## src/rtl/mpmc10_state_seq.sv

```systemverilog
// mpmc10 command/data sequencer: runs one granted burst of single-beat commands on the MIG user interface.
// Optional stall watchdog enabled by defining MPMC10_SEQ_TIMEOUT_EN (default build: no watchdog, err tied low).
module mpmc10_state_seq #(
    parameter int LENW    = 3,
    parameter int TIMEOUT = 1023
) (
    input  logic            clk,
    input  logic            rstn,
    input  logic            calib_done,
    input  logic            req_valid,
    input  logic            req_we,
    input  logic [LENW-1:0] req_len,
    output logic            req_ack,
    output logic            app_en,
    output logic [2:0]      app_cmd,
    input  logic            app_rdy,
    output logic            app_wdf_wren,
    output logic            app_wdf_end,
    input  logic            app_wdf_rdy,
    input  logic            rd_data_valid,
    output logic [LENW-1:0] beat_idx,
    output logic [3:0]      state,
    output logic            done,
    output logic            err
);

    typedef enum logic [3:0] {
        IDLE        = 4'd0,
        PRESET1     = 4'd1,
        PRESET2     = 4'd2,
        WRITE_DATA0 = 4'd3,
        WRITE_DATA1 = 4'd4,
        WRITE_DATA2 = 4'd5,
        READ_DATA0  = 4'd6,
        READ_DATA1  = 4'd7,
        READ_DATA2  = 4'd8,
        WAIT_NACK   = 4'd9
    } seq_state_t;

    localparam logic [LENW:0]   CNT_ONE  = (LENW+1)'(1);
    localparam logic [LENW-1:0] BEAT_ONE = LENW'(1);

    seq_state_t      cur_state;
    seq_state_t      next_state;
    logic            we_q;
    logic [LENW-1:0] len_q;
    logic [LENW:0]   len_ext;
    logic [LENW:0]   cmd_cnt;
    logic [LENW:0]   rd_cnt;
    logic [LENW:0]   rd_total;
    logic [LENW-1:0] beat_q;
    logic            last_cmd;
    logic            rd_all;
    logic            rd_phase;
    logic            timeout_hit;

    // Counters carry one extra bit so a full 2^LENW burst compares cleanly.
    assign len_ext  = {1'b0, len_q};
    assign last_cmd = (cmd_cnt == len_ext);
    assign rd_phase = (cur_state == READ_DATA0) || (cur_state == READ_DATA1);
    assign rd_total = rd_cnt + {{LENW{1'b0}}, rd_data_valid};
    assign rd_all   = (rd_total > len_ext);
    assign beat_idx = beat_q;
    assign state    = cur_state;

`ifdef MPMC10_SEQ_TIMEOUT_EN
    localparam int SW = $clog2(TIMEOUT + 1);

    logic [SW-1:0] stall_cnt;

    assign timeout_hit = (stall_cnt == SW'(TIMEOUT));

    // Watchdog restarts whenever the sequencer makes progress or is parked.
    always_ff @(posedge clk) begin
        if (!rstn || (next_state != cur_state) ||
            (cur_state == IDLE) || (cur_state == WAIT_NACK)) begin
            stall_cnt <= '0;
        end else begin
            stall_cnt <= stall_cnt + SW'(1);
        end
    end
`else
    localparam int unused_timeout = TIMEOUT;

    assign timeout_hit = 1'b0;
`endif

    always_ff @(posedge clk) begin
        if (!rstn) begin
            cur_state <= IDLE;
        end else begin
            cur_state <= next_state;
        end
    end

    always_comb begin
        next_state = cur_state;
        case (cur_state)
            IDLE:        if (calib_done && req_valid) next_state = PRESET1;
            PRESET1:     next_state = PRESET2;
            PRESET2:     next_state = we_q ? WRITE_DATA0 : READ_DATA0;
            WRITE_DATA0: if (app_wdf_rdy) next_state = WRITE_DATA1;
            WRITE_DATA1: if (app_rdy) next_state = WRITE_DATA2;
            WRITE_DATA2: next_state = last_cmd ? WAIT_NACK : WRITE_DATA0;
            READ_DATA0:  if (app_rdy && last_cmd) next_state = READ_DATA1;
            READ_DATA1:  if (rd_all) next_state = READ_DATA2;
            READ_DATA2:  next_state = WAIT_NACK;
            WAIT_NACK:   if (!req_valid) next_state = IDLE;
            default:     next_state = IDLE;
        endcase
        if (timeout_hit) next_state = IDLE;
    end

    // Read beats may overtake the command stream, so they are counted in both read states.
    always_ff @(posedge clk) begin
        if (!rstn) begin
            we_q    <= 1'b0;
            len_q   <= '0;
            cmd_cnt <= '0;
            rd_cnt  <= '0;
            beat_q  <= '0;
        end else begin
            case (cur_state)
                IDLE: begin
                    if (calib_done && req_valid) begin
                        we_q    <= req_we;
                        len_q   <= req_len;
                        cmd_cnt <= '0;
                        rd_cnt  <= '0;
                        beat_q  <= '0;
                    end
                end
                WRITE_DATA2: begin
                    if (!last_cmd) begin
                        cmd_cnt <= cmd_cnt + CNT_ONE;
                        beat_q  <= beat_q + BEAT_ONE;
                    end
                end
                READ_DATA0: begin
                    if (app_rdy) cmd_cnt <= cmd_cnt + CNT_ONE;
                end
                default: ;
            endcase
            if (rd_phase && rd_data_valid) begin
                rd_cnt <= rd_cnt + CNT_ONE;
                beat_q <= rd_cnt[LENW-1:0];
            end
            if (timeout_hit) begin
                cmd_cnt <= '0;
                rd_cnt  <= '0;
                beat_q  <= '0;
            end
        end
    end

    always_comb begin
        req_ack      = 1'b0;
        app_en       = 1'b0;
        app_cmd      = 3'b000;
        app_wdf_wren = 1'b0;
        app_wdf_end  = 1'b0;
        done         = 1'b0;
        err          = timeout_hit;
        case (cur_state)
            PRESET1:     req_ack = 1'b1;
            WRITE_DATA0: begin
                app_wdf_wren = 1'b1;
                app_wdf_end  = 1'b1;
            end
            WRITE_DATA1: app_en = 1'b1;
            READ_DATA0:  begin
                app_en  = 1'b1;
                app_cmd = 3'b001;
            end
            WAIT_NACK:   done = 1'b1;
            default: ;
        endcase
    end

endmodule

```

## config.mk

```make
export PLATFORM = sky130hd
export DESIGN_NAME = mpmc10_state_seq
export DESIGN_NICKNAME = d
export VERILOG_FILES = /design/src/rtl/mpmc10_state_seq.sv
export SDC_FILE = /design/constraint.sdc
export NUM_CORES = 1
export LEC_CHECK = 0
export ABC_CLOCK_PERIOD_IN_PS = 2200
export CAP_MARGIN = 20
export CORE_AREA = 2 2 69 51
export CTS_CLUSTER_DIAMETER = 60
export DETAILED_ROUTE_END_ITERATION = 8
export DIE_AREA = 0 0 71 53
export MAX_ROUTING_LAYER = met4
export PLACE_DENSITY = 0.73
export SLEW_MARGIN = 25
export SYNTH_ARGS = -nofsm -noshare
export SYNTH_HDL_FRONTEND = slang
export SYNTH_SLANG_ARGS = --single-unit
```

## constraint.sdc

```tcl
create_clock -name clk -period 2.2 [get_ports clk]
set_input_delay 0.22 -clock clk [delete_from_list [all_inputs] [get_ports clk]]
set_output_delay 0.22 -clock clk [all_outputs]
set_load 0.02 [all_outputs]
```

==> flow_metrics.tcl, run 1 <==
set metrics [dict create \
    ys_ff_latch 19 \
    gr-usage-all-layers_pct 18.6 \
    p_leak_nw 0.664 \
    synth_edf_count 0 \
    ir_worst_vdd_uv 539 \
    grt_max_degree 20 \
    drcViolationCount 0 \
    drtIter0Drc 102 \
    worstPathRequired_ns 2.36 \
    drv_slew 0 \
    netlist_area_um2 1370 \
    cts-hold-fix-buffers 0 \
    cp_max_fo 4 \
    pre_cts_ws_ns -0.317 \
    fin_skew_ns 0.00411 \
    power_density_nw_per_um2 810 \
    max_freq_mhz 492 \
    grt_overflow_total 0 \
    drtAntennaViolNets 0 \
    setup_ws_ns 0.166 \
    worst_setup_path_start_kind "flop" \
    end_kind "flop" \
    cts-root-buf "clkbuf_8" \
    rr_endpoint "state[3]" \
    r2r_cells 10 \
    final_common_cell "nand2_1" \
    holdPathEnd "rd_cnt[1]" \
    tritoncts "done" \
    grt_pass1_vias 1173 \
    grt_setup_unrepaired "false" \
    antenna_found_initial 0 \
    cts.sinks 19 \
    insertion_delay_ns 0.26 \
    fp.dieW_um 71 \
    setup_viol 0 \
    clockBufferDepth 2 \
    gp_congestion 0.834 \
    crit_arrival_ns 2.19 \
    hold_path_class "input pin to flop" \
    seq_area_frac_synth_pct 27.8 \
    die_area_um2 3760 \
    syn2layout_area_growth_pct 25.0 \
    syn_inst 170 \
    wl_per_cell_um 13.8 \
    min_period_over_period_pct 92.4 \
    synth_warnings 0 \
    hold_path_depth 4 \
    io_pins 27 \
    fin_cells 234 \
    clk_pin_slew_ns 0.07 \
    post_synth_num_cell_types 50 \
    core_area_um2 3080 \
    vias_per_cell 5.62 \
    cts_inserted_buffers 3 \
    dp_hpwl_mm 2.40 \
    hold_viol_final 0 \
    drive_gt1_share_pct 12.8 \
    wirelength_mm 3.22 \
    start_util_pct 44.3 \
    min_from "rd_data_valid" \
    grt_pass1_wl_mm 5.31 \
    min_period_ns 2.03 \
    rrSetupSlack_ns 0.17 \
    max-cap-violations 0 \
    place_inst 229 \
    status "finished clean" \
    r2r-start "rd_cnt[0]" \
    vias 1315 \
    critPathKind "flop to flop" \
    cts_htree_levels 1 \
    mostFrequentLayoutCells "nand2_1, clkdlybuf4s50_1, dfxtp_1, nor2_1, a21oi_1" \
    async_flop_share_pct 0 \
    syn_area_per_cell_um2 8.04 \
    synthFlopType "dfxtp_1" \
    drt_first_pass_iters 4 \
    chipHeight_um 53 \
    final_nets 216 \
    diodes 0 \
    row_count 17 \
    port_buffers 23 \
]
## synth_stat cells (all sizes together) (3+ instances only)
master / number / area, um2
a21boi: 3 / 22.5
a21oi: 11 / 55.1
buf: 7 / 47.6
clkbuf: 6 / 22.5
dfxtp: 19 / 380
ha: 8 / 100
inv: 7 / 26.3
nand2: 26 / 97.6
nand2b: 5 / 38.8
nand3: 10 / 50.1
nand4: 3 / 18.8
nor2: 11 / 41.3
nor4: 3 / 33.8
o21ai: 8 / 40.0
xor2: 6 / 67.6
## final cells by class
class	instances	area [um2]
inverters	7	26.3
multi-input cells	133	901
flip-flops and latches	19	382
clock buffers	4	45.0
well taps	38	47.5
fillers	262	1380
repair buffers	33	308
## worst max-delay path: stages (launching register included)
cell      delay (ns)
dfxtp_1         0.32
ha_2            0.17
ha_1            0.19
xor2_1          0.14
ha_1            0.30
nand3_1         0.09
o21ai_0         0.08
o211ai_1        0.17
buf_4           0.15
nand3_1         0.06
a32o_1          0.25
## where the power goes
group | leakage, nW | internal (mW) | switching [mW]
sequential | 0.154 | 0.377 | 0.0486
clock | 0.0228 | 0.129 | 0.121
combinational | 0.487 | 0.326 | 0.383
total | 0.664 | 0.832 | 0.552
## state kept, by name, indices dropped and copies added, names as in the netlist
signal / count
we_q: 1
rd_cnt: 4
cmd_cnt: 4
beat_idx: 3
state: 4
len_q: 3
## worst max-delay path by stage
stage             startpoint        to  cells after the start
3_5_place_dp   rd_data_valid  state[3]                     10
6_report           rd_cnt[0]  state[3]                     10
2_1_floorplan      rd_cnt[0]  state[3]                      9
3_3_place_gp   rd_data_valid  state[3]                     10
4_1_cts        rd_data_valid  state[3]                     11
5_1_grt            rd_cnt[0]  state[3]                     10
## what timing repair did
item	CTS	global route
buffers inserted	1	0
resized for setup	0	3
pin swaps	1	0
setup endpoints to repair	1	5
## stage by stage
stage	cell area (um2)	utilization [%]	setup TNS, ns	hold WS (ns)	power, mW
6_report	1710	55.4	0	0.463	1.38
5_1_grt	1710	55.4	0	0.502	1.48
4_1_cts	1700	55.2	0	0.486	1.38
3_5_place_dp	1650	53.5	-1.01	0.475	1.13
3_3_place_gp	1650	53.5	-0.598	0.452	1.12
2_1_floorplan	1380	-	0	0.356	0.943
## logic make-up (layout without fill, tap and decap cells)
kind of cell               after synthesis  count (layout)  share of synthesized area (%)
AOI/OAI and AO/OA                       39              39                           21.0
and+or+nand+nor                         75              75                           30.3
buffers and inverters                   20              44                           7.05
DFF                                     19              19                           27.8
adders and majority gates                8               8                           7.32
xor gates and xnor gates                 8               8                           6.22
other                                    1               3                          0.274
## per-layer routing
layer,track usage (%),routed length (um)
met1,23.4,1500
met2,30.8,1480
met3,4.00,224
met4,4.72,22
met5,-,0
Note: power is estimated with default switching activity, not from simulation.
==> run 2: changes to the inputs <==
- CAP_MARGIN: 20 -> default
==> results of run 2 <==
Final layout, timing and power as in run 1 (identical DEF).
